===== src/rtl/ssd_scan_controller.sv =====
// ssd_scan_controller
// Time-multiplexed scan controller for a common-anode multi-digit
// seven-segment display. A slot counter divides each digit slot into a
// blanking phase, with all digits off, followed by a show phase, with one
// active-low enable driven. Host loads are held in a pending buffer and
// copied into the display buffer only at a frame boundary. This keeps every
// frame consistent.
//
// Ports:
//   clk          system clock
//   rst_n        asynchronous active-low reset
//   load         single-cycle strobe, captures value/dash_mask into pending
//   value        nibble per digit, digit 0 = value[3:0] (rightmost)
//   dash_mask    bit i = 1 shows a dash on digit i
//   lz_suppress  level, blank leading zero digits
//   digit_bits   nibble to the shared segment decoder
//   dash         dash flag to the shared segment decoder
//   digit_en     active-low digit enables, at most one bit low
//   load_ack     one-cycle pulse when a pending load is committed
module ssd_scan_controller #(
  parameter int NUM_DIGITS   = 4,
  parameter int REFRESH_DIV  = 50000,
  parameter int BLANK_CYCLES = 500
) (
  input  logic                    clk,
  input  logic                    rst_n,
  input  logic                    load,
  input  logic [4*NUM_DIGITS-1:0] value,
  input  logic [NUM_DIGITS-1:0]   dash_mask,
  input  logic                    lz_suppress,
  output logic [3:0]              digit_bits,
  output logic                    dash,
  output logic [NUM_DIGITS-1:0]   digit_en,
  output logic                    load_ack
);

  localparam int CNT_W = (REFRESH_DIV > 1) ? $clog2(REFRESH_DIV) : 1;
  localparam int IDX_W = (NUM_DIGITS > 1) ? $clog2(NUM_DIGITS) : 1;
  localparam logic [CNT_W-1:0] CNT_LAST = CNT_W'(REFRESH_DIV - 1);
  localparam logic [CNT_W-1:0] CNT_SHOW = CNT_W'(BLANK_CYCLES);
  localparam logic [IDX_W-1:0] IDX_LAST = IDX_W'(NUM_DIGITS - 1);

  logic [CNT_W-1:0]        cnt_q, cnt_nxt;
  logic [IDX_W-1:0]        idx_q, idx_nxt;
  logic                    pend_q, pend_nxt;
  logic [4*NUM_DIGITS-1:0] pend_val_q, pend_val_nxt;
  logic [NUM_DIGITS-1:0]   pend_dash_q, pend_dash_nxt;
  logic [4*NUM_DIGITS-1:0] disp_val_q, disp_val_nxt;
  logic [NUM_DIGITS-1:0]   disp_dash_q, disp_dash_nxt;

  logic                    slot_end;
  logic                    frame_end;
  logic                    commit;
  logic                    zero_run;
  logic [NUM_DIGITS-1:0]   supp;
  logic [3:0]              sel_bits;
  logic                    sel_dash;
  logic [NUM_DIGITS-1:0]   en_nxt;

  // Slot and frame sequencing, buffer handoff.
  always_comb begin
    slot_end  = (cnt_q == CNT_LAST);
    frame_end = slot_end && (idx_q == IDX_LAST);
    cnt_nxt   = slot_end ? '0 : cnt_q + CNT_W'(1);
    idx_nxt   = idx_q;
    if (slot_end) begin
      idx_nxt = (idx_q == IDX_LAST) ? '0 : idx_q + IDX_W'(1);
    end

    // At the boundary the old pending data commits first. A load sampled on
    // the same edge then refills pending for the next frame.
    commit        = frame_end && pend_q;
    disp_val_nxt  = commit ? pend_val_q  : disp_val_q;
    disp_dash_nxt = commit ? pend_dash_q : disp_dash_q;

    pend_nxt      = pend_q;
    pend_val_nxt  = pend_val_q;
    pend_dash_nxt = pend_dash_q;
    if (commit) begin
      pend_nxt = 1'b0;
    end
    if (load) begin
      pend_nxt      = 1'b1;
      pend_val_nxt  = value;
      pend_dash_nxt = dash_mask;
    end
  end

  // Leading-zero run, scanned from the most significant digit down. A dash
  // digit ends the run, so it and everything below it stay lit.
  always_comb begin
    zero_run = 1'b1;
    supp     = '0;
    for (int i = NUM_DIGITS - 1; i >= 0; i--) begin
      zero_run = zero_run & (disp_val_nxt[4*i +: 4] == 4'd0) & ~disp_dash_nxt[i];
      if (i > 0) begin
        supp[i] = lz_suppress & zero_run;
      end
    end
  end

  // Outputs are computed from next-state values so that the registered
  // outputs line up with the counter state they describe.
  always_comb begin
    sel_bits = 4'd0;
    sel_dash = 1'b0;
    en_nxt   = '1;
    for (int i = 0; i < NUM_DIGITS; i++) begin
      if (idx_nxt == IDX_W'(i)) begin
        sel_bits = disp_val_nxt[4*i +: 4];
        sel_dash = disp_dash_nxt[i];
        if ((cnt_nxt >= CNT_SHOW) && !supp[i]) begin
          en_nxt[i] = 1'b0;
        end
      end
    end
  end

  always_ff @(posedge clk or negedge rst_n) begin
    if (!rst_n) begin
      cnt_q       <= '0;
      idx_q       <= '0;
      pend_q      <= 1'b0;
      pend_val_q  <= '0;
      pend_dash_q <= '0;
      disp_val_q  <= '0;
      disp_dash_q <= '0;
      digit_bits  <= 4'd0;
      dash        <= 1'b0;
      digit_en    <= '1;
      load_ack    <= 1'b0;
    end else begin
      cnt_q       <= cnt_nxt;
      idx_q       <= idx_nxt;
      pend_q      <= pend_nxt;
      pend_val_q  <= pend_val_nxt;
      pend_dash_q <= pend_dash_nxt;
      disp_val_q  <= disp_val_nxt;
      disp_dash_q <= disp_dash_nxt;
      // The decoder input changes only at slot start, ahead of the enable.
      if (cnt_nxt == '0) begin
        digit_bits <= sel_bits;
        dash       <= sel_dash;
      end
      digit_en    <= en_nxt;
      load_ack    <= commit;
    end
  end

endmodule


===== config.mk =====
export PLATFORM = sky130hd
export DESIGN_NAME = ssd_scan_controller
export DESIGN_NICKNAME = d
export VERILOG_FILES = /design/src/rtl/ssd_scan_controller.sv
export SDC_FILE = /design/constraint.sdc
export NUM_CORES = 1
export LEC_CHECK = 0
export ABC_CLOCK_PERIOD_IN_PS = 4400
export BUFFER_PORTS_ARGS = -buffer_cell sky130_fd_sc_hd__clkbuf_2
export CAP_MARGIN = 20
export CORE_MARGIN = 4
export CORE_UTILIZATION = 53
export CTS_BUF_LIST = sky130_fd_sc_hd__clkbuf_16
export CTS_CLUSTER_DIAMETER = 200
export DETAILED_ROUTE_END_ITERATION = 8
export HOLD_SLACK_MARGIN = 0.15
export PLACE_DENSITY_LB_ADDON = 0.2
export REMOVE_ABC_BUFFERS = 1
export SLEW_MARGIN = 20
export SYNTH_ARGS = -nofsm -noshare
export SYNTH_HDL_FRONTEND = slang
export SYNTH_SLANG_ARGS = --single-unit

===== constraint.sdc =====
create_clock -name clk -period 4.4 [get_ports clk]
set_clock_uncertainty 0.15 [all_clocks]
set_input_delay 0.66 -clock clk [delete_from_list [all_inputs] [get_ports clk]]
set_output_delay 0.66 -clock clk [all_outputs]
set_load 0.01 [all_outputs]

==> results.cfg <==
[die]
start_util_pct = 55.8
fp.dieH_um = 87.9
num_rows = 28
die_x_um = 87.9
core_area_um2 = 6060
ioPinCount = 34
dieArea_um2 = 7720

[logic_synthesis]
synth_top_area_share_pct = 48.1
synth_area_leader_cell = dfrtp_1
synthTopCellsByArea = dfrtp_1 48%, mux2_2 8.0%, dfstp_2 3.1%
synthesis.area_um2 = 3380
synth_edf_count = 0
synth_flop_cell = dfrtp_1
synthTopCellsByCount = 65 x dfrtp_1, 26 x nand2_1, 24 x mux2_2
yosysWarnings = 0
yosys_register_bits = 69
synthCells = 303
yosysMostFrequentCell = dfrtp_1
synth.avg_cell_area_um2 = 11.2
ys_seq_area_share_pct = 51.2
async_flop_share_pct = 100
synth.distinct_cells = 51

[global_routing]
use_met1_pct = 29.3
grt_pass1_wl_mm = 12.6
grt_usage_pct = 21.5
overflow = 0
busiest_layer = met2
grt_max_degree = 36
grt_pass1_vias = 2531
grt_antenna_before_repair = 0
grt_use_met3_pct = 4.23
met2_usage_pct = 32.5

[cts]
ctsHoldBuffers = 0
cts_sinks = 69
h-tree-depth = 3
clk_path_buf_depth = 2
clock_latency_ps = 330
cts-resized-gates = 0
cts_setup_buffers = 0
cts_tree = yes
cts_root_buf = clkbuf_16
path_clk_slew_ps = 50
cts_buffers = 9

[finish]
area_growth_pct = 13.1
finalNonFillerCells = 411
final_area_um2 = 3820
drive_gt1_share_pct = 26.2
diodes = 0
nets = 357
final.fill_count = 509

[setup_path]
cp.required_ps = 4500
critPathTopFamily = simple AND/OR/NAND/NOR gates
crit_type = reg2reg
crit_path_top_delay_cell = and4_1
critPathMaxFanout = 17
cpPeakStageDelay_ps = 590
path_buf_inv = 0
crit_arrival_ps = 3310
crit_path_cell_trace = ha_1 -> and3_1 -> and4_1 -> nand3_1 -> or4_1 -> a211o_1 -> o211ai_1
critical_path.endpoint_type = register
start_kind = register

[route]
ant_nets = 0
wl_mm = 7.47
via_count = 2518
routedWlPerCell_um = 18.2
drcViolationCount = 0
first_iter_violations = 122
via_per_inst = 6.13
dr.pass1.iters = 4

[run_status]
status = finished clean

[power]
power_switching_share_pct = 21.8
power_mw = 1.34
pwr-share-seq_pct = 49.7
pwr-share-comb_pct = 3.6
vdd_drop_max_mv = 0.273
powerDensity_nw_per_um2 = 351
intPower_mw = 1.05
p_switching_mw = 0.293
clkPwrFrac_pct = 46.7
power_leakage_nw = 1.81

[timing]
finalHoldViolCount = 0
timing.fmax_ghz = 0.311
drv_slew = 0
fin_crit_ps = 3220
period_share_pct = 73.1
finalSetupViolations = 0
setup_tns_ps = 0
tightest_slew_ps = 824
rsz0062_at_grt = false
slew-limit-headroom_pct = 45.1

[worst_hold_path]
hold_class = in2async

[placed_design]
placedCellCount = 395
place.gp.congestion = 0.768
dp_hpwl_mm = 5.23
numPortBuffers = 33
placed_area_um2 = 3560

[flow_run]
maxCapViolCount = 0
-- registers in the layout, indices dropped and copies added, names as in the netlist, 2 cells and up --
register	cells
cnt_q	16
disp_val_q	16
pend_val_q	16
digit_bits	4
digit_en	4
disp_dash_q	4
pend_dash_q	4
idx_q	2
-- layout by cell type (no fill, tap or decap), types with 5 or more instances in the layout --
cell	instances
dfrtp_1	65
clkbuf_2	32
nand2_1	26
mux2_2	24
nor2_1	15
nand3_1	14
o21ai_0	12
xnor2_1	10
a31oi_1	10
nand4_1	9
clkbuf_16	9
o21a_1	7
a21o_1	7
a311o_1	6
or4_1	6
a211oi_1	6
xor2_1	5
nor4_1	5
inv_1	5
o211ai_1	5
-- cell families after synthesis --
group,count (synthesis),synth area share [%]
xor+xnor,15,3.89
flops,69,51.2
simple gates,99,16.3
buf+inv,23,3.55
mux,25,8.66
fa+ha+maj,2,0.740
compound gates,70,15.7
-- worst register-to-register path, cell delays in order, from the launching register on --
cell and delay (ps):
dfrtp_1 390, ha_1 250, and3_1 280, and4_1 590, nand3_1 490, or4_1 540
a211o_1 300, o211ai_1 150
-- per-stage QoR --
stage / utilization (%) / setup slack, ps / hold WS, ps
final: 63.1 / 1180 / 280
after global routing: 63.1 / 934 / 338
after global placement: 58.7 / 1270 / 316
after detailed placement: 58.7 / 1180 / 337
after floorplan: - / 1620 / 214
after CTS: 63.0 / 1170 / 297
-- per-layer routing --
metal	part of all wire, %	vias to the layer above
met3	4.5	11
met2	48	64
met4	1.9	0
li1	-	1193
met1	46	1250
met5	0	-
-- power groups by stage --
stage | registers, mW | logic [mW] | clock network, mW
3_5_place_dp | 0.679 | 0.0499 | 0
2_1_floorplan | 0.674 | 0.0206 | 0
4_1_cts | 0.668 | 0.0500 | 0.639
6_report | 0.668 | 0.0484 | 0.627
3_3_place_gp | 0.679 | 0.0474 | 0
5_1_grt | 0.671 | 0.0551 | 0.669
-- layout make-up --
type                       instances  area, µm²  area share [%]
inverter                           4       17.5           0.458
tap                               75       93.8            2.45
timing repair buffer              36        188            4.91
clock buffer                       9        225            5.89
multi-input combinational        211       1530            40.1
sequential                        69       1730            45.3
clock inverter                     7       35.0           0.917
-- path summary, 6_finish.rpt --
kind,cells past startpoint,slack [ps],startpoint,end
max,7,1180,cnt_q[0],digit_en[1]
min,1,280,rst_n,cnt_q[12]
max reg2reg,7,1180,cnt_q[0],digit_en[1]
min reg2reg,1,350,cnt_q[0],cnt_q[0]
max in group asynchronous,2,2890,rst_n,pend_val_q[13]
min in group clk,1,350,cnt_q[0],cnt_q[0]
Power figures use the tool's default switching activity.
